### config.mk
export PLATFORM = sky130hd
export DESIGN_NAME = alu_seq
export DESIGN_NICKNAME = d
export VERILOG_FILES = /design/src/rtl/alu_pkg.sv /design/src/rtl/alu_comb.sv /design/src/rtl/alu_seq.sv
export SDC_FILE = /design/constraint.sdc
export NUM_CORES = 1
export LEC_CHECK = 0
export BUFFER_PORTS_ARGS = -buffer_cell sky130_fd_sc_hd__buf_2
export CORE_ASPECT_RATIO = 2
export CORE_MARGIN = 10
export CORE_UTILIZATION = 45
export DETAILED_ROUTE_END_ITERATION = 16
export GPL_TIMING_DRIVEN = 0
export PLACE_DENSITY = 0.68
export SETUP_SLACK_MARGIN = 0.02
export SKIP_LAST_GASP = 1
export SLEW_MARGIN = 10
export SYNTH_ARGS = -nofsm -noshare
export SYNTH_HDL_FRONTEND = slang
export SYNTH_SLANG_ARGS = --single-unit
### constraint.sdc
create_clock -name clk -period 3.4 [get_ports clk]
set_input_delay 0.34 -clock clk [delete_from_list [all_inputs] [get_ports clk]]
set_output_delay 0.34 -clock clk [all_outputs]
set_load 0.01 [all_outputs]
### src/rtl/alu_pkg.sv
// rtl/alu_pkg.sv - opcodes, FSM state encodings and opcode-class helpers for alu_seq
package alu_pkg;

    typedef enum logic [3:0] {
        OP_AND   = 4'd0,
        OP_XOR   = 4'd1,
        OP_OR    = 4'd2,
        OP_SHL1  = 4'd3,
        OP_SHR1  = 4'd4,
        OP_ADD   = 4'd5,
        OP_SUB   = 4'd6,
        OP_PASSA = 4'd7,
        OP_SHLN  = 4'd8,
        OP_SHRN  = 4'd9
    } alu_op_e;

    localparam logic [0:0] S_IDLE  = 1'b0;
    localparam logic [0:0] S_SHIFT = 1'b1;

    function automatic logic writes_carry(input logic [3:0] op);
        return (op == OP_SHL1) || (op == OP_SHR1) || (op == OP_ADD) ||
               (op == OP_SUB)  || (op == OP_SHLN) || (op == OP_SHRN);
    endfunction

    function automatic logic is_multishift(input logic [3:0] op);
        return (op == OP_SHLN) || (op == OP_SHRN);
    endfunction

endpackage

### src/rtl/alu_comb.sv
// rtl/alu_comb.sv - combinational single-cycle ALU datapath (logic, add/sub, one-bit shift)
module alu_comb
    import alu_pkg::*;
#(
    parameter int WIDTH = 8
) (
    input  logic [3:0]       op,
    input  logic [WIDTH-1:0] a,
    input  logic [WIDTH-1:0] b,
    input  logic             cin,
    input  logic             flag,
    output logic [WIDTH-1:0] rslt,
    output logic             cout,
    output logic             illegal
);

    logic [WIDTH:0] sum;

    always_comb begin
        rslt    = '0;
        cout    = flag;
        illegal = 1'b0;
        sum     = '0;
        case (op)
            OP_AND:   rslt = a & b;
            OP_XOR:   rslt = a ^ b;
            OP_OR:    rslt = a | b;
            OP_PASSA: rslt = a;
            OP_SHL1:  {cout, rslt} = {a, cin};
            OP_SHR1:  {rslt, cout} = {cin, a};
            OP_ADD: begin
                sum = {1'b0, a} + {1'b0, b} + {{WIDTH{1'b0}}, cin};
                {cout, rslt} = sum;
            end
            OP_SUB: begin
                // cout=1 means no borrow
                sum = {1'b0, a} + {1'b0, ~b} + {{WIDTH{1'b0}}, cin};
                {cout, rslt} = sum;
            end
            default: illegal = 1'b1;
        endcase
    end

endmodule

### src/rtl/alu_seq.sv
// rtl/alu_seq.sv - handshaked ALU with carry flag and iterative multi-bit shifter
module alu_seq
    import alu_pkg::*;
#(
    parameter int WIDTH   = 8,
    parameter int SHAMT_W = $clog2(WIDTH)
) (
    input  logic             clk,
    input  logic             reset,
    input  logic             in_valid,
    output logic             in_ready,
    input  logic [3:0]       alu_cmd,
    input  logic [WIDTH-1:0] in_a,
    input  logic [WIDTH-1:0] in_b,
    input  logic             cin_sel,
    input  logic             shiftcarry_in,
    output logic             out_valid,
    input  logic             out_ready,
    output logic [WIDTH-1:0] rslt,
    output logic             shiftcarry_out,
    output logic             zero,
    output logic             neg,
    output logic             illegal
);

    logic [0:0]         state;
    logic [WIDTH-1:0]   work_q;
    logic [SHAMT_W-1:0] cnt;
    logic               dir_left;
    logic               carry_flag;

    logic               accept;
    logic               cin_in;
    logic               multi;
    logic [SHAMT_W-1:0] shamt;

    logic [3:0]         c_op;
    logic [WIDTH-1:0]   c_a;
    logic               c_cin;
    logic [WIDTH-1:0]   c_rslt;
    logic               c_cout;
    logic               c_illegal;

    logic               done;
    logic               d_wc;
    logic [WIDTH-1:0]   d_rslt;
    logic               d_cout;

    assign in_ready = (state == S_IDLE) && (!out_valid || out_ready);
    assign accept   = in_valid && in_ready;
    assign cin_in   = cin_sel ? carry_flag : shiftcarry_in;
    assign multi    = is_multishift(alu_cmd);
    assign shamt    = in_b[SHAMT_W-1:0];

    // The shared datapath does every shift step as a zero-filled one-bit shift.
    always_comb begin
        c_op  = alu_cmd;
        c_a   = in_a;
        c_cin = cin_in;
        if (state == S_SHIFT) begin
            c_op  = dir_left ? OP_SHL1 : OP_SHR1;
            c_a   = work_q;
            c_cin = 1'b0;
        end else if (multi) begin
            c_op  = (alu_cmd == OP_SHLN) ? OP_SHL1 : OP_SHR1;
            c_cin = 1'b0;
        end
    end

    alu_comb #(.WIDTH(WIDTH)) u_comb (
        .op      (c_op),
        .a       (c_a),
        .b       (in_b),
        .cin     (c_cin),
        .flag    (carry_flag),
        .rslt    (c_rslt),
        .cout    (c_cout),
        .illegal (c_illegal)
    );

    always_comb begin
        done   = 1'b0;
        d_wc   = 1'b0;
        d_rslt = c_rslt;
        d_cout = c_cout;
        if (state == S_SHIFT) begin
            done = (cnt == SHAMT_W'(1));
            d_wc = 1'b1;
        end else if (accept && !(multi && (shamt > SHAMT_W'(1)))) begin
            done = 1'b1;
            d_wc = writes_carry(alu_cmd);
            if (multi && (shamt == '0)) begin
                d_rslt = in_a;
                d_cout = 1'b0;
            end
        end
    end

    always_ff @(posedge clk) begin
        if (reset) begin
            state          <= S_IDLE;
            work_q         <= '0;
            cnt            <= '0;
            dir_left       <= 1'b0;
            carry_flag     <= 1'b0;
            out_valid      <= 1'b0;
            rslt           <= '0;
            shiftcarry_out <= 1'b0;
            zero           <= 1'b0;
            neg            <= 1'b0;
            illegal        <= 1'b0;
        end else begin
            if (done) begin
                out_valid      <= 1'b1;
                rslt           <= d_rslt;
                shiftcarry_out <= d_cout;
                zero           <= (d_rslt == '0);
                neg            <= d_rslt[WIDTH-1];
                illegal        <= c_illegal && (state == S_IDLE);
                if (d_wc) begin
                    carry_flag <= d_cout;
                end
            end else if (out_ready) begin
                out_valid <= 1'b0;
            end

            case (state)
                S_IDLE: begin
                    if (accept && multi && (shamt > SHAMT_W'(1))) begin
                        state    <= S_SHIFT;
                        work_q   <= c_rslt;
                        cnt      <= shamt - SHAMT_W'(1);
                        dir_left <= (alu_cmd == OP_SHLN);
                    end
                end
                S_SHIFT: begin
                    work_q <= c_rslt;
                    cnt    <= cnt - SHAMT_W'(1);
                    if (cnt == SHAMT_W'(1)) begin
                        state <= S_IDLE;
                    end
                end
                default: state <= S_IDLE;
            endcase
        end
    end

endmodule

* Yosys cells after proc, flatten, opt, wreduce, memory -nomap -nowiden
Index checks and enable logic that the tools add are counted.
** Storage, ports and cells
- Register bits after elaboration :: 27
- Input port bits :: 26
- Output and inout bits :: 14
** Cells by class
- Order comparisons :: 1
- Reductions and logical operators :: 24
- Bitwise logic cells :: 5
- Add/sub/neg operators :: 6
- Mux-type cells :: 30
- Eq/ne operators :: 15
** Operators by type and width (number)
- one-hot mux 8 bit (8 select lines) :: 1
- two-way mux 8 bit :: 5
- equality test 4 x 3 -> 1 bit (second input constant) :: 7
- adder 8 x 8 -> 9 bit :: 2
- adder 9 x 1 -> 9 bit :: 2
- one-hot mux 8 bit (2 select lines) :: 1
- two-way mux 1 bit :: 15
- equality test 4 x 2 -> 1 bit (second input constant) :: 3
- two-way mux 3 bit :: 3
- AND 8 bit :: 1
- equality test 4 bit (second input constant) :: 2
- logical AND 1 bit :: 8
- zero test 8 bit :: 1
- two-way mux 4 bit :: 2
- NOT 8 bit :: 1
- bitwise OR 8 bit :: 1
- OR reduction 8 bit :: 1
- bitwise XOR 8 bit :: 1
- logical OR 1 bit :: 7
- one-hot mux 3 bit (2 select lines) :: 1
- subtractor 3 x 1 -> 3 bit (second input constant) :: 2
- equality test 4 x 1 -> 1 bit (second input constant) :: 1
- zero test 4 bit :: 1
- one-hot mux 1 bit (4 select lines) :: 1
- 9 further kinds :: 11

* Longest topological paths before layout
Gate-level depths: netlist of run 1.
- Depth in word-level cells :: 10
- Gate-level depth with buffers :: 15
- Depth with buffers taken out :: 14

* Hierarchy
A second synthesis of run 1 with hierarchy kept.
** Unflattened totals
- Cells, all modules :: 389
- Area, all modules :: 2990.4 µm²
** Modules (own cells, without submodules)
- alu_seq :: area each 1516.5 µm², instances 1, cells an instance 184, seq. area each 520.5 µm²
- alu_comb :: area each 1473.9 µm², instances 1, cells an instance 205, seq. area each 0.0 µm²

* Least setup slack after synthesis of run 1
Ideal clock, no wire load.
- Kind :: register to register
- Start point :: reg state
- End point :: reg zero
- Clock period less this slack :: 3.684 ns
- Cell stages (with the launch flop) :: 15
- Buffers on the path :: 3
- Arrival :: 3.626 ns
- Path slack :: -0.284 ns
- Data required time :: 3.342 ns
- Cell sequence :: dfxtp_1 -> buf_2 -> buf_1 -> clkbuf_1 -> nor3_1 -> inv_1 -> fa_1 -> fa_1 -> inv_1 -> a221oi_1 -> nand4_1 -> mux2_4 -> or4_1 -> nor3b_2 -> a31o_1
** On the way
- Cells in the longest elaborated chain, start to end :: 8
- Elaborated cells between the ends (all ways) :: 29
- Those cells by class :: add/sub (4); eq/ne (7); mux (9); bitwise (4); reduce/logical (5)
** RTL lines
- start, declared :: line alu_seq.sv:26 : logic [0:0] state;
- start signal, assigned :: line alu_seq.sv:101 : state <= S_IDLE;
- start signal, assigned :: line alu_seq.sv:130 : state <= S_SHIFT;
- start signal, assigned :: line alu_seq.sv:140 : state <= S_IDLE;
- two-way mux 8 bit :: line alu_seq.sv:60 : if (state == S_SHIFT) begin
- adder 8 x 8 -> 9 bit, on equally long branches :: line alu_comb.sv:37, alu_comb.sv:32
- adder 9 x 1 -> 9 bit, on equally long branches :: line alu_comb.sv:37, alu_comb.sv:32
- one-hot mux 8 bit (8 select lines) :: line alu_comb.sv:24 : case (op)
- two-way mux 8 bit :: line alu_seq.sv:92 : if (multi && (shamt == '0)) begin
- two-way mux 8 bit :: line alu_seq.sv:89 : end else if (accept && !(multi && (shamt > SHAMT_W'(1)))) begin
- two-way mux 8 bit :: line alu_seq.sv:86 : if (state == S_SHIFT) begin
- zero test 8 bit :: line alu_seq.sv:117 : zero <= (d_rslt == '0);
- end signal, assigned :: line alu_seq.sv:117
- end, declared :: line alu_seq.sv:21 : output logic zero,
Parallel ways exist; a longest one is shown, timed or not.
A chain may end at the register's enable or synchronous reset.

* Final worst setup path of run 1
Ends and elaborated chain as after synthesis.

==> results of run 1 <==
## per-stage QoR
step	hold WS, ns	setup TNS, ns	total power [mW]
global route	0.380	-0.0920	1.13
CTS	0.358	-0.102	1.06
detailed placement	0.443	-1.60	0.700
floorplan	0.468	0	0.592
global placement	0.439	-1.44	0.695
finish	0.361	0	1.08
## what timing repair did
item | CTS | global route
pin swaps | 7 | 8
buffers inserted | 5 | 2
endpoints found under the setup margin | 7 | 7
gates resized for setup | 12 | 12
## power by group
group          internal (mW)  switching [mW]
registers              0.324          0.0140
logic                  0.165           0.225
clock network          0.235           0.114
## cells in the final DEF (no fill, tap or decap), types with 4 or more instances in the layout
master     synthesis  final
nor2_1            44     44
buf_2              5     41
inv_1             29     28
ha_1              28     27
dfxtp_1           26     26
a21oi_1           19     18
nand2_1           17     17
mux2i_1           15     12
clkbuf_1          13     12
o21ai_0           12     12
nor3_1            12     11
buf_4              1      9
a22oi_1            9      9
mux2_2             8      8
nor2b_1            7      7
a21o_1             7      7
a211oi_1           7      7
a221oi_1           7      6
nand3b_1           5      5
clkbuf_16          0      4
xnor2_1            4      4
nand4_1            4      4
## path summary, 6_finish.rpt
check             slack, ns                     end  cells past startpoint                 start
setup / recovery       0.02       zero$_SDFFE_PP0P_                     13      state$_SDFF_PP0_
hold / removal         0.36  out_valid$_SDFFE_PP0P_                      3             out_ready
setup reg to reg       0.02       zero$_SDFFE_PP0P_                     13      state$_SDFF_PP0_
hold reg to reg        0.46    rslt[3]$_SDFFE_PP0P_                      2  rslt[3]$_SDFFE_PP0P_
## metal layers
metal / global-route usage, % / vias to the layer above / part of all wire [%]
li1: - / 1382 / -
met1: 17.7 / 1375 / 36
met2: 34.3 / 93 / 56
met3: 1.96 / 27 / 4.1
met4: 12.5 / 0 / 4.5
met5: 0 / - / 0
## synth_stat cells (5+ instances only)
library cell,instances
a221oi_1,7
nor2_1,44
nand2_1,17
o21ai_0,12
a211oi_1,7
inv_1,29
clkbuf_1,13
a21oi_1,19
a21o_1,7
nand3b_1,5
dfxtp_1,26
nor3_1,12
mux2_2,8
mux2i_1,15
ha_1,28
buf_2,5
nor2b_1,7
a22oi_1,9
## cell type report
cell class / instances / area (µm²) / share of cell area, %
clock buffer: 3 / 75.1 / 2.25
sequential: 26 / 520 / 15.6
buffer: 23 / 139 / 4.16
clock inverter: 1 / 30.0 / 0.900
tap: 63 / 78.8 / 2.36
inverter: 29 / 109 / 3.26
multi-input combinational: 277 / 2150 / 64.3
timing repair buffer: 44 / 238 / 7.13
## cell families (layout without fill, tap and decap cells)
logic type | after synthesis | count (layout) | share of synthesized area, %
AOI/OAI and AO/OA | 102 | 102 | 26.5
buffers and inverters | 52 | 100 | 7.39
adders and majority gates | 32 | 32 | 15.5
muxes | 24 | 24 | 9.19
xor gates and xnor gates | 5 | 5 | 1.58
DFF | 26 | 26 | 18.7
and+or+nand+nor | 114 | 114 | 21.0
## flip-flops by register name, indices dropped and copies added, names as in the netlist
register	cells
zero	1
shiftcarry_out	1
dir_left	1
carry_flag	1
out_valid	1
work_q	8
rslt	8
state	1
illegal	1
cnt	3
## worst min-delay path, stage by stage
cell and delay, ns:
buf_2 0.07, nand2b_1 0.11, a21oi_1 0.06
==> results.json, run 1 <==
{
  "synth_area_leaders": "dfxtp_1, ha_1, nor2_1",
  "grt_use_total_pct": 18.4,
  "timing.slew.headroom_pct": 27.0,
  "dieArea_mm2": 0.00990,
  "tritoncts": "done",
  "finalCritPeriodShare_pct": 99.5,
  "drtIter0Drc": 204,
  "cts_hold_buf": 0,
  "die_h_um": 131,
  "final_core_util_pct": 55.5,
  "syn_nets": 413,
  "cp.required_ns": 3.62,
  "synth-seq-cells": 26,
  "drc": 0,
  "peakVddDrop_uv": 182,
  "synth_warnings": 0,
  "post-place-ws_ns": -0.504,
  "clk-insertion-delay-late_ns": 0.27,
  "power.leakage_nw": 1.49,
  "dp_cells": 455,
  "cp_max_fo": 3,
  "syn_avg_cell_area_um2": 7.82,
  "period_needed_ns": 3.38,
  "dpl_cell_area_mm2": 0.00306,
  "cts_root_buffer": "clkbuf_16",
  "crit_path_start_kind": "register",
  "grt_max_degree": 16,
  "grt_pass1_wl_um": 14200,
  "finalHoldViolations": 0,
  "synth_edf_count": 0,
  "ys_types": 67,
  "grt_overflow": 0,
  "synth-async-reset-ratio_pct": 0,
  "grt_pass1_vias": 2928,
  "vias_per_cell": 6.17,
  "finalWirelength_um": 9010,
  "final_cells": 466,
  "ys_seq_area_share_pct": 18.7,
  "cpPeakStageDelay_ns": 0.49,
  "place.gp.congestion": 0.921,
  "synth_area_leader_cell": "dfxtp_1",
  "via_count": 2877,
  "final_area_mm2": 0.00334,
  "outcome": "complete, no violations",
  "slowest_stage": "fa_1",
  "ant_nets": 0,
  "nets": 462,
  "dpl.hpwl_um": 7270,
  "path_buf_inv": 4,
  "clkSinkCount": 26,
  "worstSetupEndpointType": "register",
  "dieWidth_um": 75.5,
  "crit_arrival_ns": 3.60,
  "synth_flop_cell": "dfxtp_1",
  "max_freq_mhz": 296,
  "wire_per_inst_um": 19.3,
  "power.density_mw_per_mm2": 323,
  "hold_class": "in -> reg",
  "initial_utilization_pct": 46.2,
  "drive_gt1_share_pct": 23.1,
  "clockBufferDepth": 2,
  "report.final.slew_viol_count": 0,
  "path_clk_slew_ns": 0.07,
  "area_growth_pct": 20.1,
  "finClkSkew_ns": 0.00332,
  "antennaDiodeCount": 0,
  "cts-htree-levels": 1,
  "cts_buffers": 3,
  "grt_setup_unrepaired": "yes",
  "cp_top_family": "adder cells",
  "setup_viol": 0,
  "syn_inst": 355,
  "maxCapViolCount": 0,
  "fillers": 595,
  "syn_area_mm2": 0.00278,
  "drt_pre_antenna_iters": 4,
  "antenna_found_initial": 0,
  "core_area_mm2": 0.00601,
  "crit_type": "reg -> reg",
  "core.rowCount": 40,
  "io_pins": 40,
  "path_cells": "buf_6 > buf_8 > buf_4 > mux2i_4 > fa_2 > fa_1 > inv_1 > a221oi_2 > nand4_1 > mux2_4 > or4_4 > nor3b_2 > a31o_1",
  "setup_slack_ns": 0.0177,
  "tightest_slew_ns": 1.09,
  "yosys.area.top_type_share_pct": 18.7,
  "io_buffer_count": 37
}
No activity file was read; power rests on OpenSTA's default activity.
==> inputs of run 2 (changes only) <==
Settings changed: RECOVER_POWER set to 25.
==> results.json, run 2 (same netlist as run 1, synthesis figures left out) <==
{
  "grt_pass1_vias": 2928,
  "io_buffer_count": 37,
  "area_growth_pct": 19.7,
  "cts_hold_buf": 0,
  "timing.rr.end": "zero$_SDFFE_PP0P_",
  "crit_type": "reg -> reg",
  "die_h_um": 131,
  "hold_class": "in -> reg",
  "grt_pass1_wl_um": 14200,
  "finalHoldViolations": 0,
  "setup_viol": 0,
  "wire_per_inst_um": 19.4,
  "grt_max_degree": 16,
  "timing.slew.headroom_pct": 26.1,
  "cp.required_ns": 3.61,
  "clockBufferDepth": 2,
  "reg_top3": "rslt (8), work_q (8), cnt (3)",
  "grt_overflow": 0,
  "cp_max_fo": 3,
  "crit_arrival_ns": 3.60,
  "path_cells": "buf_6 > buf_8 > buf_4 > mux2i_4 > fa_2 > fa_1 > inv_1 > a221oi_2 > nand4_1 > mux2_4 > or4_4 > nor3b_2 > a31o_1",
  "antennaDiodeCount": 0,
  "final_cells": 466,
  "peakVddDrop_uv": 179,
  "drc": 0,
  "drtIter0Drc": 172,
  "tightest_slew_ns": 1.10,
  "layout_commonest_cell": "nor2_1",
  "final_cell_mix": "nor2_1, buf_2, inv_1",
  "cpPeakStageDelay_ns": 0.49,
  "seqCellArea_um2": 520,
  "drive_gt1_share_pct": 20.8,
  "core_area_mm2": 0.00601,
  "finalCritPeriodShare_pct": 99.6,
  "cts-htree-levels": 1,
  "path_clk_slew_ns": 0.07,
  "dieArea_mm2": 0.00990,
  "power.leakage_nw": 1.46,
  "clkSinkCount": 26,
  "dpl.hpwl_um": 7270,
  "grt_use_total_pct": 18.4,
  "dp_cells": 455,
  "tritoncts": "done",
  "dieWidth_um": 75.5,
  "initial_utilization_pct": 46.2,
  "via_count": 2898,
  "power_mw": 1.08,
  "report.final.slew_viol_count": 0,
  "nets": 462,
  "drt_pre_antenna_iters": 5,
  "finClkSkew_ns": 0.00183,
  "grt_setup_unrepaired": "yes",
  "maxCapViolCount": 0,
  "cp-startpoint": "state$_SDFF_PP0_",
  "power.density_mw_per_mm2": 324,
  "crit_path_end": "zero$_SDFFE_PP0P_",
  "antenna_found_initial": 0,
  "period_needed_ns": 3.39,
  "crit_path_start_kind": "register",
  "rr_worst_depth": 13,
  "multi_input_area_mm2": 0.00215,
  "core.rowCount": 40,
  "vias_per_cell": 6.22,
  "ant_nets": 0,
  "worstReg2RegStart": "state$_SDFF_PP0_",
  "cts_buffers": 3,
  "finalWirelength_um": 9040,
  "reg2reg_slack_ns": 0.01,
  "io_pins": 40,
  "worstSetupEndpointType": "register",
  "max_freq_mhz": 295,
  "clk-insertion-delay-late_ns": 0.27,
  "place.gp.congestion": 0.921,
  "setup_tns_ns": 0,
  "outcome": "complete, no violations",
  "fillers": 603,
  "cts_root_buffer": "clkbuf_16",
  "slowest_stage": "fa_1"
}
[run 2: cell count changes in the layout (fill, tap and decap cells not counted), sizes merged]
| cell | previous run | this run |
|---|---|---|
| clkbuf | 16 | 25 |
| buf | 54 | 45 |
[run 2: how the worst min path moves through the flow]
stage               depth (start not counted)  slack, ns                     end                 start
global placement                            2       0.44    rslt[3]$_SDFFE_PP0P_  rslt[3]$_SDFFE_PP0P_
global route                                3       0.38  out_valid$_SDFFE_PP0P_             out_ready
detailed placement                          2       0.44    rslt[3]$_SDFFE_PP0P_  rslt[3]$_SDFFE_PP0P_
floorplan                                   2       0.47     cnt[2]$_SDFFE_PP0P_   cnt[2]$_SDFFE_PP0P_
CTS                                         3       0.36  out_valid$_SDFFE_PP0P_             out_ready
finish                                      3       0.36  out_valid$_SDFFE_PP0P_             out_ready
[run 2: stage by stage]
| step | utilization, % | hold WS [ns] | setup slack [ns] | instance area [µm²] |
|---|---|---|---|---|
| global placement | 51.0 | 0.439 | -0.486 | 3060 |
| detailed placement | 51.0 | 0.443 | -0.504 | 3060 |
| global route | 55.4 | 0.380 | -0.0920 | 3320 |
| finish | 55.4 | 0.360 | 0.0132 | 3320 |
| CTS | 54.2 | 0.358 | -0.102 | 3250 |
| floorplan | - | 0.468 | 0.0301 | 2800 |
[run 2: critical path, delay by kind of cell, from the launching register on]
| family | cells | cell delay (ns) |
|---|---|---|
| simple gates | 3 | 0.79 |
| compound gates | 2 | 0.44 |
| buf+inv | 4 | 0.44 |
| mux | 2 | 0.50 |
| flops | 1 | 0.31 |
| fa+ha+maj | 2 | 0.88 |
[run 2: layer usage]
layer / up-vias / routed length [µm] / GRT usage, %
met2: 93 / 5050 / 34.3
met5: - / 0 / 0
met1: 1399 / 3290 / 17.7
li1: 1383 / - / -
met4: 0 / 362 / 12.5
met3: 23 / 336 / 1.96
[run 2: final cells by class]
class                           count  share of cell area, %
Buffer                             23                   4.18
Clock buffer                        3                   2.26
Clock inverter                      1                  0.903
Inverter                           29                   3.27
Multi-Input combinational cell    277                   64.5
Sequential cell                    26                   15.7
Tap cell                           63                   2.37
Timing Repair Buffer               44                   6.81
[run 2: power by group]
part	total [mW]	switching, mW	internal (mW)
logic	0.388	0.225	0.163
clock network	0.350	0.115	0.235
registers	0.339	0.0146	0.324
total	1.08	0.355	0.722
[run 2: what timing repair did]
action | 4_1_cts | 5_1_grt
pin swaps | 7 | 8
hold endpoints to repair | 0 | 0
endpoints found under the setup margin | 7 | 7
resized for setup | 12 | 12
setup buffers | 5 | 2
